==> src/rtl/qam_pkg.sv <==
// Shared constants and helpers for the QAM front-end blocks.
package qam_pkg;

  // Bits per symbol for the supported constellations.
  localparam int QAM_BPS_2  = 1;
  localparam int QAM_BPS_4  = 2;
  localparam int QAM_BPS_16 = 4;

  // Width of a counter that must hold 0..SYMS-1, where SYMS = dw/bps (min 1 bit).
  function automatic int syms_cnt_w(input int dw, input int bps);
    int s;
    s = dw / bps;
    return (s > 1) ? $clog2(s) : 1;
  endfunction

endpackage

==> src/rtl/qam_symbol_tick.sv <==
// Symbol-rate strobe: one tick every PERIOD enabled cycles.
module qam_symbol_tick #(
  parameter int PERIOD = 1
) (
  input  logic i_clk,
  input  logic i_rst,
  input  logic i_enable,
  output logic o_tick
);
  localparam int CW = (PERIOD > 1) ? $clog2(PERIOD) : 1;
  localparam logic [CW-1:0] LAST = CW'(PERIOD - 1);

  logic [CW-1:0] r_cnt;
  logic          w_last;

  assign w_last = (r_cnt == LAST);
  assign o_tick = i_enable && w_last;

  // Count enabled cycles, wrapping on the tick.
  always_ff @(posedge i_clk) begin
    if (i_rst)         r_cnt <= '0;
    else if (i_enable) r_cnt <= w_last ? '0 : r_cnt + 1'b1;
  end
endmodule

==> src/rtl/qam_bit_serializer.sv <==
// Word-to-symbol serializer feeding a QAM mapper's select/signal_in.
// A one-word holding register lets the next word arrive while the current
// one is still being shifted out, so back-to-back words stream without gaps.
module qam_bit_serializer
  import qam_pkg::*;
#(
  parameter int DATA_WIDTH      = 8,
  parameter int BITS_PER_SYMBOL = QAM_BPS_2,
  parameter int SYMBOL_PERIOD   = 1,
  parameter int MSB_FIRST       = 1
) (
  input  logic                       i_clk,
  input  logic                       i_rst,
  input  logic                       i_enable,
  input  logic [DATA_WIDTH-1:0]      i_s_data,
  input  logic                       i_s_valid,
  output logic                       o_s_ready,
  output logic                       o_select,
  output logic [BITS_PER_SYMBOL-1:0] o_symbol,
  output logic                       o_busy,
  output logic                       o_underrun
);
  localparam int SYMS = DATA_WIDTH / BITS_PER_SYMBOL;
  localparam int SCW  = syms_cnt_w(DATA_WIDTH, BITS_PER_SYMBOL);
  localparam int BPS  = BITS_PER_SYMBOL;

  // Elaboration-time parameter legality.
  if (BITS_PER_SYMBOL < 1 || DATA_WIDTH % BITS_PER_SYMBOL != 0) begin : g_bad_width
    $error("DATA_WIDTH must be a positive multiple of BITS_PER_SYMBOL");
  end
  if (SYMBOL_PERIOD < 1) begin : g_bad_period
    $error("SYMBOL_PERIOD must be >= 1");
  end

  logic [DATA_WIDTH-1:0] r_hold;
  logic                  r_hold_valid;
  logic [DATA_WIDTH-1:0] r_shift;
  logic [SCW-1:0]        r_shift_cnt;
  logic                  r_select;
  logic [BPS-1:0]        r_symbol;
  logic                  r_underrun;
  logic                  r_last_emit;

  logic                  w_tick;
  logic                  w_shift_empty;
  logic                  w_accept;
  logic                  w_hold_take;
  logic [BPS-1:0]        w_hold_sym;
  logic [BPS-1:0]        w_shift_sym;
  logic [DATA_WIDTH-1:0] w_hold_rest;
  logic [DATA_WIDTH-1:0] w_shift_rest;

  qam_symbol_tick #(.PERIOD(SYMBOL_PERIOD)) u_tick (
    .i_clk    (i_clk),
    .i_rst    (i_rst),
    .i_enable (i_enable),
    .o_tick   (w_tick)
  );

  assign w_shift_empty = (r_shift_cnt == '0);
  // Hold is drained into the shifter on a tick with an empty shifter.
  assign w_hold_take   = w_tick && w_shift_empty && r_hold_valid;
  assign o_s_ready     = !i_rst && (!r_hold_valid || (w_tick && w_shift_empty));
  assign w_accept      = i_s_valid && o_s_ready;

  // Symbol extraction and remainder alignment depend on send order.
  assign w_hold_sym   = (MSB_FIRST != 0) ? r_hold[DATA_WIDTH-1 -: BPS]  : r_hold[BPS-1:0];
  assign w_shift_sym  = (MSB_FIRST != 0) ? r_shift[DATA_WIDTH-1 -: BPS] : r_shift[BPS-1:0];
  assign w_hold_rest  = (MSB_FIRST != 0) ? (r_hold << BPS)  : (r_hold >> BPS);
  assign w_shift_rest = (MSB_FIRST != 0) ? (r_shift << BPS) : (r_shift >> BPS);

  // Holding register: a refill on the consuming edge keeps it valid.
  always_ff @(posedge i_clk) begin
    if (i_rst) begin
      r_hold       <= '0;
      r_hold_valid <= 1'b0;
    end else if (w_accept) begin
      r_hold       <= i_s_data;
      r_hold_valid <= 1'b1;
    end else if (w_hold_take) begin
      r_hold_valid <= 1'b0;
    end
  end

  // Per-tick emit: shifter first, then hold, else flag starvation once.
  always_ff @(posedge i_clk) begin
    if (i_rst) begin
      r_shift     <= '0;
      r_shift_cnt <= '0;
      r_select    <= 1'b0;
      r_symbol    <= '0;
      r_underrun  <= 1'b0;
      r_last_emit <= 1'b0;
    end else begin
      r_select   <= 1'b0;
      r_underrun <= 1'b0;
      if (w_tick) begin
        if (!w_shift_empty) begin
          r_select    <= 1'b1;
          r_symbol    <= w_shift_sym;
          r_shift     <= w_shift_rest;
          r_shift_cnt <= r_shift_cnt - 1'b1;
          r_last_emit <= 1'b1;
        end else if (r_hold_valid) begin
          r_select    <= 1'b1;
          r_symbol    <= w_hold_sym;
          r_shift     <= w_hold_rest;
          r_shift_cnt <= SCW'(SYMS - 1);
          r_last_emit <= 1'b1;
        end else begin
          r_underrun  <= r_last_emit;
          r_last_emit <= 1'b0;
        end
      end
    end
  end

  assign o_select   = r_select;
  assign o_symbol   = r_symbol;
  assign o_underrun = r_underrun;
  assign o_busy     = r_hold_valid || !w_shift_empty;
endmodule

==> config.mk <==
export PLATFORM = sky130hd
export DESIGN_NAME = qam_bit_serializer
export DESIGN_NICKNAME = d
export VERILOG_FILES = /design/src/rtl/qam_pkg.sv /design/src/rtl/qam_symbol_tick.sv /design/src/rtl/qam_bit_serializer.sv
export SDC_FILE = /design/constraint.sdc
export NUM_CORES = 1
export LEC_CHECK = 0
export ABC_AREA = 1
export CAP_MARGIN = 10
export CORE_ASPECT_RATIO = 0.7
export CORE_UTILIZATION = 50
export DETAILED_ROUTE_END_ITERATION = 16
export HOLD_SLACK_MARGIN = 0.05
export PLACE_DENSITY = 0.77
export SLEW_MARGIN = 40
export SYNTH_ARGS = -nofsm -noshare
export SYNTH_HDL_FRONTEND = slang
export SYNTH_SLANG_ARGS = --single-unit
==> constraint.sdc <==
create_clock -name i_clk -period 1.65 [get_ports i_clk]
set_clock_uncertainty 0.2 [all_clocks]
set_input_delay 0.33 -clock i_clk [delete_from_list [all_inputs] [get_ports i_clk]]
set_output_delay 0.33 -clock i_clk [all_outputs]
set_load 0.02 [all_outputs]
[After elaboration in Yosys (flattened, before gate mapping)]
Cells that the tools add are included.
Word-level totals
  bits in registers: 25
  bits of input ports: 12
  output and inout port bits: 5
  logic and storage cells: 41
Cells by class
  $add $sub $neg: 2
  equal/unequal tests: 1
  mux-type cells: 11
  bitwise gates (word level): 3
  reductions and logical operators: 15
Operator list (number)
  $mux 8: 2
  $mux 1: 7
  $mux 3: 2
  $logic_and 1x1->1: 5
  $reduce_or 4->1: 1
  $logic_not 1->1: 3
  $logic_not 3->1: 1
  $not 1->1: 3
  $sub 3x1->3 const B: 1
  $logic_or 1x1->1: 2
  $ne 2x2->1 const B: 1
  $reduce_and 2->1: 1
  $reduce_bool 2->1: 1
  $reduce_or 2->1: 1
  $add 1x1->1 const B: 1

[Longest topological paths before layout]
  word-level depth: 7
  mapped depth: 8
  mapped depth without buffers: 8

[By module]
From an unflattened synthesis, not the netlist that was laid out.
Unflattened totals
  cells, all modules: 157
  area total of the unflattened synthesis: 1087.3 sq um
Modules (own cells, without submodules)
  qam_bit_serializer: instances 1, cells an instance 156, area each 1079.8 sq um, seq. area each 460.4 sq um
  qam_symbol_tick: instances 1, cells an instance 1, area each 7.5 sq um, seq. area each 0.0 sq um

[Least setup slack after synthesis]
OpenSTA, ideal clock, no wires.
  path kind: register to output
  start point: register r_shift_cnt[0]
  end point: output port o_s_ready
  arrival time: 1043 ps
  data required time: 1120 ps
  setup slack: 77 ps
  stages on the path, launching flop included: 5
  buffers on the path: 0
  cell sequence: dfxtp_1 > inv_1 > ha_1 > nand3_4 > a21oi_4
Between the ends
  longest elaborated chain between the ends: 4
Ends and longest elaborated chain
  start: declaration: RTL line qam_bit_serializer.sv:38  | logic [SCW-1:0] r_shift_cnt;
  start signal: assignment: RTL line qam_bit_serializer.sv:102  | r_shift_cnt <= r_shift_cnt - 1'b1;
  start signal: assignment: RTL line qam_bit_serializer.sv:108  | r_shift_cnt <= SCW'(SYMS - 1);
  $logic_not 3->1: RTL line qam_bit_serializer.sv:60  | assign w_shift_empty = (r_shift_cnt == '0);
  $logic_and 1x1->1: RTL line qam_bit_serializer.sv:63  | assign o_s_ready = !i_rst && (!r_hold_valid || (w_tick && w_shift_empty));
  $logic_or 1x1->1: RTL line qam_bit_serializer.sv:63
  $logic_and 1x1->1: RTL line qam_bit_serializer.sv:63
  end: declaration: RTL line qam_bit_serializer.sv:17  | output logic o_s_ready,
Every way passes these cells.

[Worst setup path in the final report]
  start point: register r_shift_cnt[1]
  end point: output port o_s_ready
The elaborated chain is that of the path after synthesis.

==> out/metrics.csv <==
stage;metric;value;unit
placed_design;numPortBuffers;16;
critical_path;worstPathRequired;1.12;ns
floorplanning;io_pins;17;
grt;met3_usage;5.56;%
grt;grt_pass1_wl;3820;um
grt;grt_usage;22.3;%
clocking;tritoncts;done;
grt;antenna_found_initial;0;
timing;worstMarginPinSlew;0.281;ns
yosys;seq_area_frac_synth;41.6;%
placed_design;hpwl;1740;um
floorplanning;start_util;56.3;%
final_layout;final_cells;218;
critical_path;cp_slowest_cell;dfxtp_2;
yosys;syn_avg_cell_area;7.05;um^2
yosys;ys_ff_latch;23;
status;violations;negative setup slack;
timing;hold_violations;0;
routing;drt_wl_total;2340;um
final_layout;area_delta_synth_final;29.7;%
timing;fin_ws;-0.146;ns
critical_path;worstPathCellList;inv_2, ha_4, nand3_4, a21oi_4, buf_6;
placed_design;dp_cells;212;
critical_path;critPathLaunchType;flop;
pwr;p_leak;0.696;nW
routing;wire_per_inst;10.7;um
grt;grtUsageMet1;25.4;%
critical_path;crit_type;reg2out;
floorplanning;dieArea;2410;um^2
critical_path;crit_path_end_kind;output pin;
final_layout;final_util;73.0;%
critical_path;cpPeakStageDelay;0.35;ns
grt;grt_max_degree;17;
placed_design;placed_area;1380;um^2
clocking;clk_pin_slew;0.12;ns
timing;holdWs;0.274;ns
routing;drtIter0Drc;41;
floorplanning;rows;13;
floorplanning;chipWidth;58.2;um
timing;finalSetupTns;-0.250;ns
timing;finalCriticalPeriod;1.80;ns
clocking;hold_buffers;0;
pwr;power;1.56;mW
grt;grtUsageMet2;43.1;%
final_layout;diodes;0;
min_path;hold_class;reg2reg;
yosys;synth_flop_cell;dfxtp_1;
clocking;cts_buffers;3;
grt;busiest_layer;met2;
placed_design;place_ws;-0.634;ns
yosys;synthDistinctLibCells;19;
timing;drv_slew;0;
placed_design;routabilityCongestion;0.808;
routing;drt_pass1_iterations;4;
clocking;clkSinkCount;23;
yosys;synth-edff-count;0;
yosys;synth_cells;157;
critical_path;rrSetupSlack;0.06;ns
yosys;synth.top_cell.area_share;41.6;%
clocking;h-tree-depth;1;
routing;detail-route-antenna-nets;0;
grt;grt-ovfl-total;0;
routing;num_vias;1022;
floorplanning;coreArea;1970;um^2
yosys;synth_nets;171;
routing;vias_per_cell;4.69;
grt;grt_pass1_vias;912;
pwr;sw_frac_of_total;35.5;%
yosys;yosys_warnings;0;
final_layout;nets;203;
timing;max_clock_freq;0.557;GHz
clocking;clock_path_buffers;2;
final_layout;final_cell_area;1440;um^2
critical_path;crit_arrival;1.27;ns
yosys;synth_area_leaders;dfxtp_1 (42%), nand2_1 (16%), nor2_1 (8.8%);
job;cap_violations;0;
status;outcome;finished, violations left;
pwr;p_int;1.00;mW
routing;drc_errors;0;
floorplanning;die_height;41.4;um
pwr;switchingPower;0.554;mW
pwr;combPwrFrac;40.0;%
timing;rsz0062_at_grt;true;
clocking;clk-insertion-delay-late;0.32;ns
critical_path;cp_max_fo;2;
yosys;async_reset_ff_share;0;%
clocking;cts_root_buf;clkbuf_4;
yosys;synth_top_area_cell;dfxtp_1;
timing;finalCritPeriodShare;109;%
pwr;pwr-share-seq;42.9;%
pwr;power_density;1090;nW/um^2
final_layout;layout-drive-gt1-share;22.3;%
timing;setup_viol;2;
timing;maxSlewHeadroom;81.2;%
pwr;peakVddDrop;0.750;mV
pwr;clkPwrFrac;17.1;%
yosys;syn_area;1110;um^2
timing repair:
action                     4_1_cts  5_1_grt
buffers inserted                 2        0
pin swaps                        3        1
setup endpoints to repair       10        5
resized for setup               22        1
power groups by stage:
stage	Sequential (mW)	Combinational [mW]	Clock [mW]
2_1_floorplan	0.683	0.378	0
3_3_place_gp	0.673	0.565	0
3_5_place_dp	0.677	0.586	0
4_1_cts	0.668	0.619	0.277
5_1_grt	0.677	0.690	0.301
6_report	0.669	0.624	0.267
cell usage after synthesis (2+ instances only):
library cell,n
a21oi_2,3
buf_6,3
clkbuf_1,2
dfxtp_1,23
ha_1,2
inv_1,20
inv_2,2
nand2_1,46
nand2_2,4
nand3_1,11
nand3_4,2
nor2_1,26
o21ai_1,7
kinds of logic after synthesis:
family / after synthesis / synth area share (%)
and+or+nand+nor: 91 / 36.7
buffers and inverters: 28 / 11.5
DFF: 23 / 41.6
AOI/OAI and AO/OA: 13 / 7.91
adders and majority gates: 2 / 2.26
registers in the layout (all words and copies together), names as in the netlist:
signal        cells
r_hold            8
r_shift           7
r_shift_cnt       3
o_select          1
o_symbol          1
o_underrun        1
r_hold_valid      1
r_last_emit       1
final timing paths:
path,depth (start not counted),startpoint,end
worst max-delay path,5,r_shift_cnt[1]$_SDFFE_PP0P_,o_s_ready
worst min-delay path,2,r_last_emit$_SDFFE_PP0P_,o_underrun$_SDFF_PP0_
worst max register to register,9,r_shift_cnt[1]$_SDFFE_PP0P_,r_shift_cnt[2]$_SDFFE_PP0P_
worst min register to register,2,r_last_emit$_SDFFE_PP0P_,o_underrun$_SDFF_PP0_
placed cells by master, fill, tap and decap left out, drive strengths merged:
| cell | synthesis | routed |
|---|---|---|
| dfxtp | 23 | 23 |
| nand2 | 51 | 51 |
| nor2 | 26 | 26 |
| inv | 22 | 23 |
| nand3 | 14 | 14 |
| dlygate4sd2 | 0 | 4 |
| clkdlybuf4s50 | 0 | 10 |
| ha | 2 | 2 |
| a21oi | 5 | 5 |
| buf | 3 | 18 |
| clkinv | 1 | 1 |
| o21ai | 8 | 8 |
| clkbuf | 2 | 3 |
worst max-delay path: cells and delay by family, from the launching register on:
kind,cells,cell delay (ns)
flops,1,0.35
fa+ha+maj,1,0.15
compound gates,1,0.16
buf+inv,2,0.21
simple gates,1,0.08
per-layer routing:
layer	wire [um]	up-vias
li1	-	536
met1	1050	464
met2	1160	18
met3	100	4
met4	25	0
met5	0	-
layout make-up:
cell class	instances	area (um^2)
multi-input cells	106	532
fillers	157	532
flip-flops and latches	23	463
repair buffers	32	290
inverters	23	86.3
well taps	30	37.5
clock buffers	3	22.5
clock inverters	1	5.00
(Power assumes the default switching activity.)
